--- src/rtl/mac_result_drain.sv ---
// mac_result_drain
// ----------------
// Receiving end of the dual 8-bit MAC. The block tracks every operand beat
// handed to the MAC, lines the MAC's registered result up with that beat's
// valid/last tags, and accumulates the results over a variable-length group.
// Each finished group sum is saturated to the signed ACC_W range and written
// into a small output FIFO. The issuer is back-pressured so that a group sum
// that is already in flight always has a free FIFO slot when it arrives.
//
// Ports
//   clock          rising-edge clock, shared with the MAC
//   resetn         synchronous active-low reset
//   issue_valid    operands are presented to the MAC this cycle
//   issue_last     this beat closes the current group (only with issue_valid)
//   issue_ready    issuer may assert issue_valid this cycle
//   mac_result     MAC result, valid MAC_LATENCY cycles after its issue
//   out_valid      FIFO head holds a completed sum
//   out_data       FIFO head value (0 when the FIFO is empty)
//   out_ready      consumer accepts the head this cycle
//   overflow_flag  sticky; set once any group has saturated
//
// Handshakes: a transfer happens on a rising edge where valid and ready are
// both 1. On the issue side the block never takes a beat while issue_ready is
// 0, and issue_ready may depend combinationally on out_ready. On the output
// side out_valid/out_data are stable until the edge on which out_ready is 1.

module mac_result_drain #(
  parameter int IN_W        = 32,
  parameter int ACC_W       = 32,
  parameter int MAC_LATENCY = 2,
  parameter int OUT_DEPTH   = 4
) (
  input  logic             clock,
  input  logic             resetn,
  input  logic             issue_valid,
  input  logic             issue_last,
  output logic             issue_ready,
  input  logic [IN_W-1:0]  mac_result,
  output logic             out_valid,
  output logic [ACC_W-1:0] out_data,
  input  logic             out_ready,
  output logic             overflow_flag
);

  localparam int PTR_W = (OUT_DEPTH > 1) ? $clog2(OUT_DEPTH) : 1;
  localparam int CNT_W = $clog2(OUT_DEPTH + 1);
  localparam int IF_W  = $clog2(MAC_LATENCY + 1);
  localparam int SUM_W = CNT_W + IF_W;

  // ---------------------------------------------------------------------
  // State
  // ---------------------------------------------------------------------
  // Tag delay line; index MAC_LATENCY-1 is the tail that qualifies
  // mac_result in the current cycle.
  logic [MAC_LATENCY-1:0] tag_v;
  logic [MAC_LATENCY-1:0] tag_l;

  // Goes high on the first edge after reset is released, so issue_ready
  // stays low for the whole reset and rises one cycle later.
  logic                   run;

  logic [ACC_W-1:0]       acc;
  logic                   first;
  logic                   grp_sat;

  logic [ACC_W-1:0]       mem [OUT_DEPTH];
  logic [PTR_W-1:0]       wr_ptr;
  logic [PTR_W-1:0]       rd_ptr;
  logic [CNT_W-1:0]       count;

  // ---------------------------------------------------------------------
  // Combinational datapath
  // ---------------------------------------------------------------------
  logic                   dv;
  logic                   dl;
  logic                   accept;
  logic                   push;
  logic                   pop;
  logic                   full;
  logic [IF_W-1:0]        inflight;
  logic [SUM_W-1:0]       credit;
  logic [SUM_W-1:0]       depth_s;

  logic [ACC_W:0]         ext;
  logic [ACC_W:0]         base;
  logic [ACC_W:0]         sum;
  logic                   clamp_hi;
  logic                   clamp_lo;
  logic                   clamped;
  logic [ACC_W-1:0]       sat_val;

  assign dv     = tag_v[MAC_LATENCY-1];
  assign dl     = tag_l[MAC_LATENCY-1];
  assign accept = issue_valid & issue_ready;
  assign push   = dv & dl;

  assign out_valid = (count != '0);
  assign out_data  = out_valid ? mem[rd_ptr] : '0;
  assign pop       = out_valid & out_ready;
  assign full      = (count == CNT_W'(OUT_DEPTH));

  // Every valid last tag still in the delay line owns a future FIFO slot.
  // The tail tag is counted too: its push lands on this edge but is not yet
  // reflected in count, so count + inflight is the number of slots already
  // promised to accepted groups.
  always_comb begin
    inflight = '0;
    for (int i = 0; i < MAC_LATENCY; i++) begin
      inflight = inflight + IF_W'(tag_v[i] & tag_l[i]);
    end
  end

  assign credit  = SUM_W'(count) + SUM_W'(inflight);
  assign depth_s = SUM_W'(OUT_DEPTH);

  // One slot of headroom is recovered when the consumer pops this cycle,
  // which keeps full-rate streaming possible with a full FIFO.
  assign issue_ready = run &
                       ((credit < depth_s) | ((credit == depth_s) & pop));

  // Accumulate one extra bit wide so that a single add can never wrap;
  // the top two bits then tell directly which way the sum left the range.
  always_comb begin
    ext      = {{(ACC_W + 1 - IN_W){mac_result[IN_W-1]}}, mac_result};
    base     = first ? '0 : {acc[ACC_W-1], acc};
    sum      = base + ext;
    clamp_hi = ~sum[ACC_W] &  sum[ACC_W-1];
    clamp_lo =  sum[ACC_W] & ~sum[ACC_W-1];
    clamped  = 1'b0;
    sat_val  = sum[ACC_W-1:0];
    if (grp_sat) begin
      // Saturation is sticky within a group: hold the clamped value.
      sat_val = acc;
    end else if (clamp_hi) begin
      sat_val = {1'b0, {(ACC_W-1){1'b1}}};
      clamped = 1'b1;
    end else if (clamp_lo) begin
      sat_val = {1'b1, {(ACC_W-1){1'b0}}};
      clamped = 1'b1;
    end
  end

  // ---------------------------------------------------------------------
  // Control and accumulator registers
  // ---------------------------------------------------------------------
  always_ff @(posedge clock) begin
    if (!resetn) begin
      tag_v         <= '0;
      tag_l         <= '0;
      run           <= 1'b0;
      acc           <= '0;
      first         <= 1'b1;
      grp_sat       <= 1'b0;
      overflow_flag <= 1'b0;
      wr_ptr        <= '0;
      rd_ptr        <= '0;
      count         <= '0;
    end else begin
      run <= 1'b1;

      for (int i = 1; i < MAC_LATENCY; i++) begin
        tag_v[i] <= tag_v[i-1];
        tag_l[i] <= tag_l[i-1];
      end
      tag_v[0] <= accept;
      tag_l[0] <= issue_last;

      if (dv) begin
        if (clamped) begin
          overflow_flag <= 1'b1;
        end
        if (dl) begin
          acc     <= '0;
          first   <= 1'b1;
          grp_sat <= 1'b0;
        end else begin
          acc     <= sat_val;
          first   <= 1'b0;
          grp_sat <= grp_sat | clamped;
        end
      end

      if (push) begin
        wr_ptr <= wr_ptr + PTR_W'(1);
      end
      if (pop) begin
        rd_ptr <= rd_ptr + PTR_W'(1);
      end
      case ({push, pop})
        2'b10:   count <= count + CNT_W'(1);
        2'b01:   count <= count - CNT_W'(1);
        default: count <= count;
      endcase

      // The credit scheme reserves a slot for every in-flight group sum,
      // so a push into a full FIFO means the reservation was broken.
      assert (!(push && full));
    end
  end

  // FIFO storage carries no reset; out_data is masked to 0 while empty.
  always_ff @(posedge clock) begin
    if (resetn && push) begin
      mem[wr_ptr] <= sat_val;
    end
  end

endmodule

--- config.mk ---
export PLATFORM = sky130hd
export DESIGN_NAME = mac_result_drain
export DESIGN_NICKNAME = d
export VERILOG_FILES = /design/src/rtl/mac_result_drain.sv
export SDC_FILE = /design/constraint.sdc
export NUM_CORES = 1
export LEC_CHECK = 0
export CAP_MARGIN = 20
export CORE_UTILIZATION = 30
export DETAILED_ROUTE_END_ITERATION = 12
export GPL_TIMING_DRIVEN = 0
export PLACE_DENSITY = 0.48
export REMOVE_ABC_BUFFERS = 1
export SETUP_SLACK_MARGIN = 0.1
export SKIP_LAST_GASP = 1
export SYNTH_ARGS = -nofsm -noshare
export SYNTH_HDL_FRONTEND = slang
export SYNTH_SLANG_ARGS = --single-unit
--- constraint.sdc ---
create_clock -name clock -period 7.9 [get_ports clock]
set_input_delay 1.975 -clock clock [delete_from_list [all_inputs] [get_ports clock]]
set_output_delay 1.975 -clock clock [all_outputs]
set_load 0.005 [all_outputs]
# Yosys cells after proc, flatten, opt, wreduce, memory -nomap -nowiden
# Memories as Yosys holds them, arrays and structs flattened. A register that Yosys moved wholly into a read port is not among the register bits.
# Cells that the tools add are included.
totals:
  regBits: 47
  latchBits: 0
  mem_bits_rw: 128
  rom_bits: 0
  input_bits: 37
  output_inout_bits: 35
  word_cells: 56
  n_memories: 1
mem_list:
  columns: ["memory", "words", "width", "rd", "rd_clocked_by_memory_dff", "wr", "line_no", "source"]
  rows:
  - ["mem", 4, 32, 1, 1, 1, "66", "logic [ACC_W-1:0] mem [OUT_DEPTH];"]
op_classes:
  addsub: 7
  multipliers: 0
  div_mod_pow: 0
  magnitude_cmp: 1
  n_eq_ne: 3
  shift: 0
  mux: 17
  bitwise: 13
  reduce_logical: 4
ops:
  columns: ["cell", "count"]
  rows:
  - ["$mux W32", 5]
  - ["$add A33 B33 Y33", 1]
  - ["$mux W33", 1]
  - ["$and A1 B1 Y1", 9]
  - ["$mux W1", 8]
  - ["$pmux W3 S2", 1]
  - ["$add A2 B1 Y2 const B", 2]
  - ["$add A3 B2 Y4", 1]
  - ["$eq A4 B3 Y1 const B", 1]
  - ["$lt A4 B3 Y1 const B", 1]
  - ["$mux W2", 2]
  - ["$add A3 B1 Y3 const B", 1]
  - ["$reduce_bool A3 Y1", 1]
  - ["$sub A3 B1 Y3 const B", 1]
  - ["$add A1 B1 Y2", 1]
  - ["$eq A2 B1 Y1 const B", 1]
  - ["$eq A2 B2 Y1 const B", 1]
  - ["$not A1 Y1", 2]
  - ["$or A1 B1 Y1", 2]
  - ["$reduce_and A2 Y1", 1]
  - ["$reduce_bool A2 Y1", 1]
  - ["$logic_and A1 B1 Y1", 1]

# Depth between registers and ports, before layout
logic_depth:
  depth_word: 9
  mapped_depth: 21
  mapped_depth_nobuf: 19

# Worst setup path before layout
# No wires, ideal clock.
synth_path:
  path_type: "input port to flip-flop"
  startpoint: "input mac_result[0]"
  endpoint: "register acc[15]"
  setup_ps: 60
  arrival_ps: 5287
  required_ps: 7840
  setup_slack_ps: 2553
  cell_stages: 18
  path_buffers: 1
  path_cell_list: "ha_1 inv_1 fa_1 nor2b_1 o2111ai_1 a21oi_2 o21ai_2 o21ba_2 o21ai_1 nand2_1 a32oi_1 ha_1 buf_2 clkinv_1 nand2_1 nor2_1 a221oi_1 a22o_1"
synth_between:
  elab_chain_cells: 7
  word_cells_on_any_way: 9
synth_rtl:
  columns: ["element", "line_no", "source"]
  rows:
  - ["start: declaration", "38", "input logic [IN_W-1:0] mac_result,"]
  - ["$add A33 B33 Y33 (*)", "126", "sum = base + ext;"]
  - ["$not A1 Y1", "128", "clamp_lo = sum[ACC_W] & ~sum[ACC_W-1];"]
  - ["$and A1 B1 Y1", "128", null]
  - ["$mux W32", "137", "end else if (clamp_lo) begin"]
  - ["$mux W32 (*)", "134", "end else if (clamp_hi) begin"]
  - ["$mux W32 (*)", "131", "if (grp_sat) begin"]
  - ["via sat_val[15]", "90", "logic [ACC_W-1:0] sat_val;"]
  - ["$mux W32 (*)", "172", "if (dl) begin"]
  - ["end signal: assignment", "177", "acc <= sat_val;"]
  - ["end: declaration", "62", "logic [ACC_W-1:0] acc;"]
# Mark *: on every way through the listed nets, which the timed path passes. The rest lies on a longest branch.
# A chain may end at the register's enable or synchronous reset.

# Worst setup path in the final report
layout_path:
  startpoint: "input mac_result[0]"
  endpoint: "memory mem[2][17], data pin"
layout_between:
  elab_chain_cells: 6
  word_cells_on_any_way: 8
layout_rtl:
  columns: ["element", "line_no"]
  rows:
  - ["$add A33 B33 Y33 (*)", "126"]
  - ["$not A1 Y1", "128"]
  - ["$and A1 B1 Y1", "128"]
  - ["$mux W32", "137"]
  - ["$mux W32 (*)", "134"]
  - ["$mux W32 (*)", "131"]
  - ["via sat_val[17]", "90"]
  - ["end: declaration", "66"]
# Marked as above.

==> results_dict.tcl <==
set metrics [dict create \
    synthArstFlopShare_pct 0 \
    skew_ns 0.0134 \
    grt_pass1_wl_mm 34.7 \
    cts_made_buffers 17 \
    crit_path_top_delay_cell "clkdlybuf4s50_1" \
    worst_pin_slew_ns 1.08 \
    grt_max_degree 35 \
    dieArea_um2 31100 \
    synth_most_common_cell "edfxtp_1" \
    yosys_warnings 0 \
    wire_per_inst_um 18.1 \
    grt_usage_pct 14.7 \
    pin_count 72 \
    die_y_um 176 \
    placement.io_buffers 71 \
    outcome "finished clean" \
    dp_hpwl_mm 15.8 \
    period_share_pct 87.6 \
    synth_top_cell_by_area "edfxtp_1" \
    synth_area_per_cell_um2 11.9 \
    hp-class "reg -> reg" \
    syn_inst 765 \
    wirelength_mm 22.1 \
    rows 63 \
    synth.yosys.seq_area_share_pct 52.8 \
    vias 6064 \
    design_area_um2 10800 \
    grt_setup_unrepaired "no" \
    clock_path_buffers 2 \
    antenna_found_initial 0 \
    grt_pass1_vias 6029 \
    hold_viol_final 0 \
    diodes 0 \
    end_kind "flop" \
    drt_iter0_drc 372 \
    synth_top_area_share_pct 42.1 \
    drive_gt1_share_pct 10.2 \
    drc 0 \
    ys_seq_elements 177 \
    clock_latency_ns 0.43 \
    ant_nets 0 \
    ys_top_cells_by_area "edfxtp_1 (42%), dfxtp_1 (11%), mux4_2 (7.9%)" \
    ys_types 71 \
    htree_levels 4 \
    report.final.slew_viol_count 0 \
    nets 900 \
    critical_path_class "in -> reg" \
    cts_tree "built" \
    maxCapViolations 0 \
    ctsHoldBuffers 0 \
    area_growth_pct 18.5 \
    synth-edff-count 128 \
    start_util_pct 30.7 \
    fillers 2954 \
    dr.max_layer_used "met4" \
    root_buffer "clkbuf_16" \
    viasPerCell 4.96 \
    cp_num_buf_inv 3 \
    ctsResizeCount 0 \
    grt_overflow_total 0 \
    clk_pin_slew_worst_paths_ns 0.06 \
    yosys-top-cells-count "edfxtp_1 (128), a21oi_1 (50), dfxtp_1 (49), nand2_1 (49), nor2_1 (46)" \
    p_per_area_nw_per_um2 181 \
    coreArea_um2 29800 \
    critPathMaxStageDelay_ns 0.50 \
    crit_chain "clkdlybuf4s50_1 > ha_1 > inv_1 > fa_1 > nor2b_1 > o2111ai_1 > a21oi_2 > o21ai_2 > o21ba_2 > o21ai_1 > nand2_1 > a32oi_1 > ha_1 > clkinv_1 > nand2_1 > nor2_1 > a41o_1 > a21oi_1" \
    syn_area_um2 9130 \
    postCtsSetupBuffers 0 \
    routed-wl-met2_mm 9.95 \
    crit_family "compound AO/OA/AOI/OAI gates" \
    met3_length_um 885 \
    p_leak_nw 3.77 \
    dpl_cell_area_um2 10200 \
    wirelength_met1_mm 11.0 \
    dr.pass1.iters 4 \
    power_mw 1.96 \
    gp_congestion 0.829 \
    fmax_mhz 145 \
    maxSlewHeadroom_pct 28.2 \
    die_w_um 176 \
    setup_viol 0 \
    critPathRequiredTime_ns 8.08 \
    synth_ff_type "edfxtp_1" \
    setup_tns_ns 0 \
    ir_drop_uv 147 \
    start_kind "input port" \
    cts.sinks 177 \
    min_period_ns 6.92 \
    critical_path_arrival_ns 7.10 \
    path_max_fanout 9 \
]
## cells in the final DEF (no fill, tap or decap), drive strengths merged, types with 8 or more instances in the layout
| cell | instances |
|---|---|
| edfxtp | 128 |
| clkdlybuf4s50 | 71 |
| a21oi | 51 |
| nand2 | 49 |
| dfxtp | 49 |
| nor2 | 46 |
| and2 | 44 |
| ha | 40 |
| inv | 39 |
| o21ai | 37 |
| mux4 | 32 |
| nor2b | 29 |
| clkbuf | 28 |
| xnor2 | 21 |
| a21o | 16 |
| o21a | 16 |
| a21boi | 9 |
| and3 | 9 |
| a221o | 8 |
## kinds of logic after synthesis
logic type               after synthesis  share of synthesized area [%]
XOR/XNOR                              28                           2.68
AND/OR/NAND/NOR                      205                           11.5
multiplexers                          33                           8.01
buffers and inverters                 77                           3.40
AO/OA/AOI/OAI                        202                           15.5
adder cells (fa/ha/maj)               43                           6.14
flip-flops                           177                           52.8
## path summary, 6_finish.rpt
path / cells past startpoint / end / slack, ns / start
hold / removal: 1 / acc[9]$_SDFFE_PN0P_ / 0.46 / acc[9]$_SDFFE_PN0P_
hold reg to reg: 1 / acc[9]$_SDFFE_PN0P_ / 0.46 / acc[9]$_SDFFE_PN0P_
setup reg to reg: 17 / mem[2][17]$_DFFE_PP_ / 2.18 / first$_SDFFE_PN1P_
setup / recovery: 18 / mem[2][17]$_DFFE_PP_ / 0.98 / mac_result[0]
## cell type report
type | instances | area, um^2 | share of cell area, %
clock buffer | 27 | 499 | 4.61
clock inverter | 5 | 52.6 | 0.485
inverter | 38 | 143 | 1.32
multi-input combinational | 511 | 4000 | 37.0
sequential | 177 | 4830 | 44.6
tap | 390 | 488 | 4.51
timing repair buffer | 75 | 811 | 7.49
## routing by layer
layer	track usage (%)	vias to the layer above
li1	-	2974
met3	2.56	27
met1	21.1	2934
met2	22.5	129
met5	0	-
met4	4.49	0
## metrics by stage
stage	hold slack [ns]	worst slack (ns)	cells	utilization, %
finish	0.457	0.981	1223	36.3
global route	0.480	0.591	1223	36.3
CTS	0.458	0.972	1222	36.2
detailed placement	0.443	0.536	1190	34.4
global placement	0.435	0.465	1187	34.1
floorplan	0.427	2.52	726	-
## power by group
group	total [mW]	switching (mW)	internal, mW
sequential	1.02	0.00641	1.01
combinational	0.147	0.0868	0.0601
clock	0.795	0.329	0.466
## flip-flops by register name, summed over array words and instances (netlist names), named ones only
register,count
mem,128
acc,32
count,3
rd_ptr,2
tag_l,2
tag_v,2
wr_ptr,2
first,1
grp_sat,1
overflow_flag,1
run,1
## worst register-to-register path: cells and delay by family (launching register included)
family,cells,cell delay (ns)
xor gates and xnor gates,1,0.14
DFF,1,0.78
AOI/OAI and AO/OA,10,2.11
buffers and inverters,2,0.74
adders and majority gates,2,1.00
and+or+nand+nor,2,0.59
No activity file was read; power rests on OpenSTA's default activity.
